$ cat config.mk
export PLATFORM = sky130hd
export DESIGN_NAME = spi_slave_param
export DESIGN_NICKNAME = d
export VERILOG_FILES = /design/src/rtl/spi_slave_pkg.sv /design/src/rtl/spi_slave_param.sv
export SDC_FILE = /design/constraint.sdc
export NUM_CORES = 1
export LEC_CHECK = 0
export CAP_MARGIN = 15
export CORE_MARGIN = 2
export CORE_UTILIZATION = 59
export CTS_CLUSTER_SIZE = 30
export DETAILED_ROUTE_END_ITERATION = 8
export GPL_TIMING_DRIVEN = 0
export PLACE_DENSITY = 0.81
export SKIP_LAST_GASP = 1
export SYNTH_ARGS = -nofsm -noshare
export SYNTH_HDL_FRONTEND = slang
export SYNTH_SLANG_ARGS = --single-unit
$ cat constraint.sdc
create_clock -name clk -period 4 [get_ports clk]
set_clock_uncertainty 0.05 [all_clocks]
set_input_delay 0.8 -clock clk [delete_from_list [all_inputs] [get_ports clk]]
set_output_delay 0.8 -clock clk [all_outputs]
set_load 0.01 [all_outputs]
$ cat src/rtl/spi_slave_pkg.sv
// Shared encodings for the SPI frame slave: command codes and FSM state enum.
package spi_slave_pkg;

    typedef enum logic [1:0] {
        CMD_WR_ADDR = 2'b00,
        CMD_WR_DATA = 2'b01,
        CMD_RD_ADDR = 2'b10,
        CMD_RD_DATA = 2'b11
    } cmd_e;

    typedef enum logic [2:0] {
        ST_IDLE,
        ST_CMD,
        ST_SHIFT,
        ST_WAIT_TX,
        ST_TX,
        ST_HOLD
    } state_e;

endpackage

$ cat src/rtl/spi_slave_param.sv
// Clk-sampled SPI frame slave: {cmd[1:0], payload} in on mosi, RAM read data out on miso.
// state      | meaning
// ST_IDLE    | waiting for ss_n low
// ST_CMD     | sampling cmd[1] then cmd[0]
// ST_SHIFT   | sampling PAY_W payload bits
// ST_WAIT_TX | read-data frame accepted, waiting for tx_valid or timeout
// ST_TX      | shifting latched tx data out on miso
// ST_HOLD    | frame finished, waiting for ss_n high
module spi_slave_param
    import spi_slave_pkg::*;
#(
    parameter int ADDR_W      = 8,
    parameter int DATA_W      = 8,
    parameter int TX_TIMEOUT  = 16,
    localparam int PAY_W      = (ADDR_W > DATA_W) ? ADDR_W : DATA_W,
    localparam int FRAME_W    = PAY_W + 2
) (
    input  logic               clk,
    input  logic               rst,
    input  logic               ss_n,
    input  logic               mosi,
    output logic               miso,
    output logic [FRAME_W-1:0] rx_data,
    output logic               rx_valid,
    input  logic [DATA_W-1:0]  tx_data,
    input  logic               tx_valid,
    output logic               err
);

    // The bit counter also paces TX, which is always shorter than a frame.
    localparam int CNT_W = $clog2(FRAME_W);
    localparam int TMR_W = $clog2(TX_TIMEOUT + 1);

    state_e             state_q, state_d;
    logic [CNT_W-1:0]   cnt_q, cnt_d;
    logic [TMR_W-1:0]   tmr_q, tmr_d;
    logic [FRAME_W-2:0] sh_q, sh_d;
    logic [DATA_W-1:0]  tx_sh_q, tx_sh_d;
    logic [FRAME_W-1:0] rx_data_q, rx_data_d;
    logic               rd_seen_q, rd_seen_d;
    logic               rx_valid_q, rx_valid_d;
    logic               err_q, err_d;
    logic               miso_q, miso_d;
    logic [FRAME_W-1:0] frame;
    logic [1:0]         cmd;
    logic               abort;

    always_comb begin
        state_d    = state_q;
        cnt_d      = cnt_q;
        tmr_d      = tmr_q;
        sh_d       = sh_q;
        tx_sh_d    = tx_sh_q;
        rx_data_d  = rx_data_q;
        rd_seen_d  = rd_seen_q;
        rx_valid_d = 1'b0;
        err_d      = 1'b0;
        miso_d     = 1'b0;
        frame      = {sh_q, mosi};
        cmd        = frame[FRAME_W-1 -: 2];
        abort      = ss_n && (state_q inside {ST_CMD, ST_SHIFT, ST_WAIT_TX, ST_TX});

        if (abort) begin
            state_d = ST_IDLE;
            cnt_d   = '0;
            tmr_d   = '0;
            err_d   = 1'b1;
        end else begin
            unique case (state_q)
                ST_IDLE: begin
                    if (!ss_n) begin
                        state_d = ST_CMD;
                        cnt_d   = '0;
                    end
                end
                ST_CMD, ST_SHIFT: begin
                    sh_d = frame[FRAME_W-2:0];
                    if (cnt_q == CNT_W'(FRAME_W - 1)) begin
                        cnt_d   = '0;
                        state_d = ST_HOLD;
                        if (cmd == CMD_RD_DATA && !rd_seen_q) begin
                            err_d = 1'b1;
                        end else begin
                            rx_valid_d = 1'b1;
                            rx_data_d  = frame;
                            rd_seen_d  = (cmd == CMD_RD_ADDR);
                            if (cmd == CMD_RD_DATA) begin
                                state_d = ST_WAIT_TX;
                                tmr_d   = TMR_W'(TX_TIMEOUT - 1);
                            end
                        end
                    end else begin
                        cnt_d = cnt_q + 1'b1;
                        if (state_q == ST_CMD && cnt_q == CNT_W'(1)) begin
                            state_d = ST_SHIFT;
                        end
                    end
                end
                ST_WAIT_TX: begin
                    if (tx_valid) begin
                        tx_sh_d = tx_data;
                        cnt_d   = '0;
                        state_d = ST_TX;
                    end else if (tmr_q == '0) begin
                        err_d   = 1'b1;
                        state_d = ST_HOLD;
                    end else begin
                        tmr_d = tmr_q - 1'b1;
                    end
                end
                ST_TX: begin
                    // One idle entry cycle, then DATA_W bits; the last bit stays up until HOLD.
                    if (cnt_q == CNT_W'(DATA_W)) begin
                        cnt_d   = '0;
                        state_d = ST_HOLD;
                    end else begin
                        miso_d  = tx_sh_q[DATA_W-1];
                        tx_sh_d = tx_sh_q << 1;
                        cnt_d   = cnt_q + 1'b1;
                    end
                end
                ST_HOLD: begin
                    if (ss_n) begin
                        state_d = ST_IDLE;
                    end
                end
                default: state_d = ST_IDLE;
            endcase
        end
    end

    always_ff @(posedge clk) begin
        if (rst) begin
            state_q    <= ST_IDLE;
            cnt_q      <= '0;
            tmr_q      <= '0;
            sh_q       <= '0;
            tx_sh_q    <= '0;
            rx_data_q  <= '0;
            rd_seen_q  <= 1'b0;
            rx_valid_q <= 1'b0;
            err_q      <= 1'b0;
            miso_q     <= 1'b0;
        end else begin
            state_q    <= state_d;
            cnt_q      <= cnt_d;
            tmr_q      <= tmr_d;
            sh_q       <= sh_d;
            tx_sh_q    <= tx_sh_d;
            rx_data_q  <= rx_data_d;
            rd_seen_q  <= rd_seen_d;
            rx_valid_q <= rx_valid_d;
            err_q      <= err_d;
            miso_q     <= miso_d;
        end
    end

    assign miso     = miso_q;
    assign rx_data  = rx_data_q;
    assign rx_valid = rx_valid_q;
    assign err      = err_q;

endmodule

==> flow_summary.ini <==
[status]
status = complete, no violations

[cts]
htreeDepth = 2
cts_buffers = 5
clk_path_buf_depth = 2
clk_pin_slew_ns = 0.13
root_buffer = clkbuf_4
cts_tree = done
clkLatencyLatePin_ns = 0.36
ctsHoldBuffers = 0
cts.sinks = 43
ctsResizeCount = 0
post_cts_buffers = 0

[logic_synthesis]
synth-edff-count = 0
synthTopCellsByArea = dfxtp_1, mux2i_1, nor2_1, a211oi_1, nand3_1
syn_nets = 253
synthFlopType = dfxtp_1
synth_common_cells = dfxtp_1, nor2_1, mux2i_1
yosys_warnings = 0
yosysSeqAreaShare = 0.402
synth_area_sq_um = 2140
yosysTopAreaCell = dfxtp_1
ys_async_sr_fraction = 0
ys_types = 49
synth_cells = 236
yosysMostFrequentCell = dfxtp_1
yosysTopAreaCellShare = 0.402
post_synth.cell_area_avg_sq_um = 9.07
synth-seq-cells = 43

[worst_setup_path]
arrival_ns = 2.53
reg2reg_to = state_q[1]
timing.rr.start = tmr_q[0]
r2r_slack_ns = 1.76
path_buf_inv = 1
criticalPathCategory = primary input to flip-flop
path_cells = clkdlybuf4s50_1 > nand2b_1 > a221oi_1 > nor4_2 > mux2i_1 > a21oi_1
crit_path_start_kind = primary input
reg2reg_depth = 7
end_kind = flip-flop
required_ns = 4.20
cp_max_fo = 7
critical_path.top_delay_family = simple AND/OR/NAND/NOR gates
crit_path_max_incr_delay_ns = 0.64
slowest_stage = clkdlybuf4s50_1

[floorplan]
io_pins = 26
die_area_sq_um = 4130
die_h_um = 64.2
die_w_um = 64.2
start_util = 0.627
num_rows = 21
core-area_sq_um = 3420

[hold_path]
min_from = tx_sh_q[7]
worstHoldEndpoint = miso
worstHoldPathCells = 2
hp-class = flip-flop to flip-flop

[final_layout]
nets = 285
layout-drive-gt1-share = 0.115
syn_to_final_growth_pct = 17.3
n_antenna_cell = 0
layoutNonFillerInstCount = 315

[sta]
finalSetupViolCount = 0
slew_viol_final = 0
period_minus_slack_ns = 2.33
fmax_ghz = 0.430
min_period_over_period = 0.582
hold_viol = 0
worst_pin_slew_ns = 0.844
slew_headroom = 0.430
tns_ns = 0
rsz0062_at_grt = false

[placed_design]
gp_congestion = 0.935
dp_cells = 307
port_buffers = 25
dpl.hpwl_mm = 3.04

[detailed_routing]
routed_wirelength_mm = 4.23
drt_first_pass_iters = 4
vias = 1766
vias_per_cell = 5.61
final_antenna_net_count = 0
drc = 0
wire_per_inst_um = 13.4
first_iter_violations = 92

[global_routing]
grt_pass1_wl_mm = 7.35
first_global_vias = 1670
grt_max_degree = 16
grt_use_total = 0.222
antenna_found_initial = 0
gr-total-overflow = 0

[power_and_ir_drop]
p_sw_uw = 369
intPower_uw = 681
power_frac_seq = 0.457
clkPwrFrac = 0.208
p_sw_frac = 0.352
combPwrFrac = 0.335
p_per_area_nw_per_um2 = 418
ir_drop_mv = 0.311
p_leak_uw = 0.000951

[run]
maxCapViolations = 0
## logic make-up after synthesis
group / count (synthesis) / synth area share
buf+inv: 20 / 0.0485
fa+ha+maj: 4 / 0.0234
simple gates: 101 / 0.254
mux: 26 / 0.122
flops: 43 / 0.402
compound gates: 41 / 0.143
xor+xnor: 1 / 0.00760
## layout make-up
type                    count  area (sq um)
repair buffers             25           250
inverters                   7          26.3
plain buffers              13          77.6
flip-flops and latches     43           861
clock inverters             3          25.0
well taps                  46          57.6
clock buffers               5          37.5
fillers                   284           905
multi-input cells         173          1180
## cells in the final DEF (no fill, tap or decap), types with 2 or more instances in the layout
| cell | netlist | layout |
|---|---|---|
| nand4b_1 | 2 | 2 |
| o21ai_1 | 2 | 2 |
| ha_1 | 4 | 4 |
| dfxtp_1 | 43 | 43 |
| nand2_1 | 10 | 10 |
| clkinv_4 | 0 | 2 |
| and3b_1 | 3 | 3 |
| nor4_1 | 2 | 2 |
| clkbuf_1 | 3 | 3 |
| nor2_1 | 39 | 39 |
| inv_1 | 7 | 7 |
| nand3b_1 | 2 | 2 |
| a22oi_1 | 4 | 4 |
| nand2b_1 | 5 | 5 |
| clkdlybuf4s50_1 | 0 | 25 |
| nor4b_1 | 2 | 2 |
| buf_4 | 2 | 2 |
| clkbuf_4 | 0 | 5 |
| nor2b_1 | 6 | 6 |
| a211oi_1 | 10 | 10 |
| buf_2 | 5 | 5 |
| nand3_1 | 11 | 11 |
| buf_6 | 2 | 2 |
| o21ai_0 | 5 | 5 |
| o21ai_2 | 2 | 2 |
| nor3_2 | 2 | 2 |
| a21oi_1 | 7 | 7 |
| mux2i_1 | 26 | 26 |
| nor3_1 | 7 | 7 |
## per-stage QoR
| step | total power, uW | util | area [sq um] | setup slack (ns) | hold slack, ns |
|---|---|---|---|---|---|
| after global routing | 1110 | 0.735 | 2510 | 1.52 | 0.431 |
| after detailed placement | 837 | 0.717 | 2450 | 1.32 | 0.389 |
| after CTS | 1060 | 0.735 | 2510 | 1.72 | 0.406 |
| after floorplan | 761 | - | 2140 | 2.17 | 0.372 |
| after global placement | 833 | 0.717 | 2450 | 1.35 | 0.385 |
| final | 1050 | 0.735 | 2510 | 1.67 | 0.404 |
## power groups by stage
| stage | Sequential (uW) | Combinational (uW) | Clock, uW |
|---|---|---|---|
| 6_report | 480 | 352 | 218 |
| 2_1_floorplan | 484 | 277 | 0 |
| 4_1_cts | 480 | 350 | 227 |
| 3_3_place_gp | 488 | 345 | 0 |
| 3_5_place_dp | 489 | 348 | 0 |
| 5_1_grt | 483 | 388 | 242 |
## worst max path at each step
stage,start,to,slack (ns),depth (start not counted)
after floorplan,ss_n,state_q[1],2.17,5
after global placement,ss_n,state_q[1],1.35,6
after detailed placement,ss_n,state_q[1],1.32,6
after CTS,ss_n,state_q[1],1.72,6
after global routing,ss_n,cnt_q[0],1.52,5
final,ss_n,state_q[1],1.67,6
## registers in the layout, indices dropped and copies added (netlist names)
name       flops
tx_sh_q        8
miso           1
err            1
cnt_q          4
tmr_q          5
rx_data       10
rx_valid       1
sh_q           9
rd_seen_q      1
state_q        3
## metal layers
metal | routed length, um | GRT usage | vias to the layer above
met5 | 0 | 0 | -
met4 | 57 | 0.0878 | 0
met3 | 176 | 0.0475 | 5
met2 | 2000 | 0.350 | 38
met1 | 1990 | 0.296 | 815
li1 | - | - | 908
## worst register-to-register path, stage by stage, from the launching register on
cell and delay [ns]:
dfxtp_1 0.33, inv_1 0.09, ha_1 0.21, nor4b_1 0.61
nor4_1 0.14, nor4_2 0.39, mux2i_1 0.24, a21oi_1 0.08
Power figures use the tool's default switching activity.
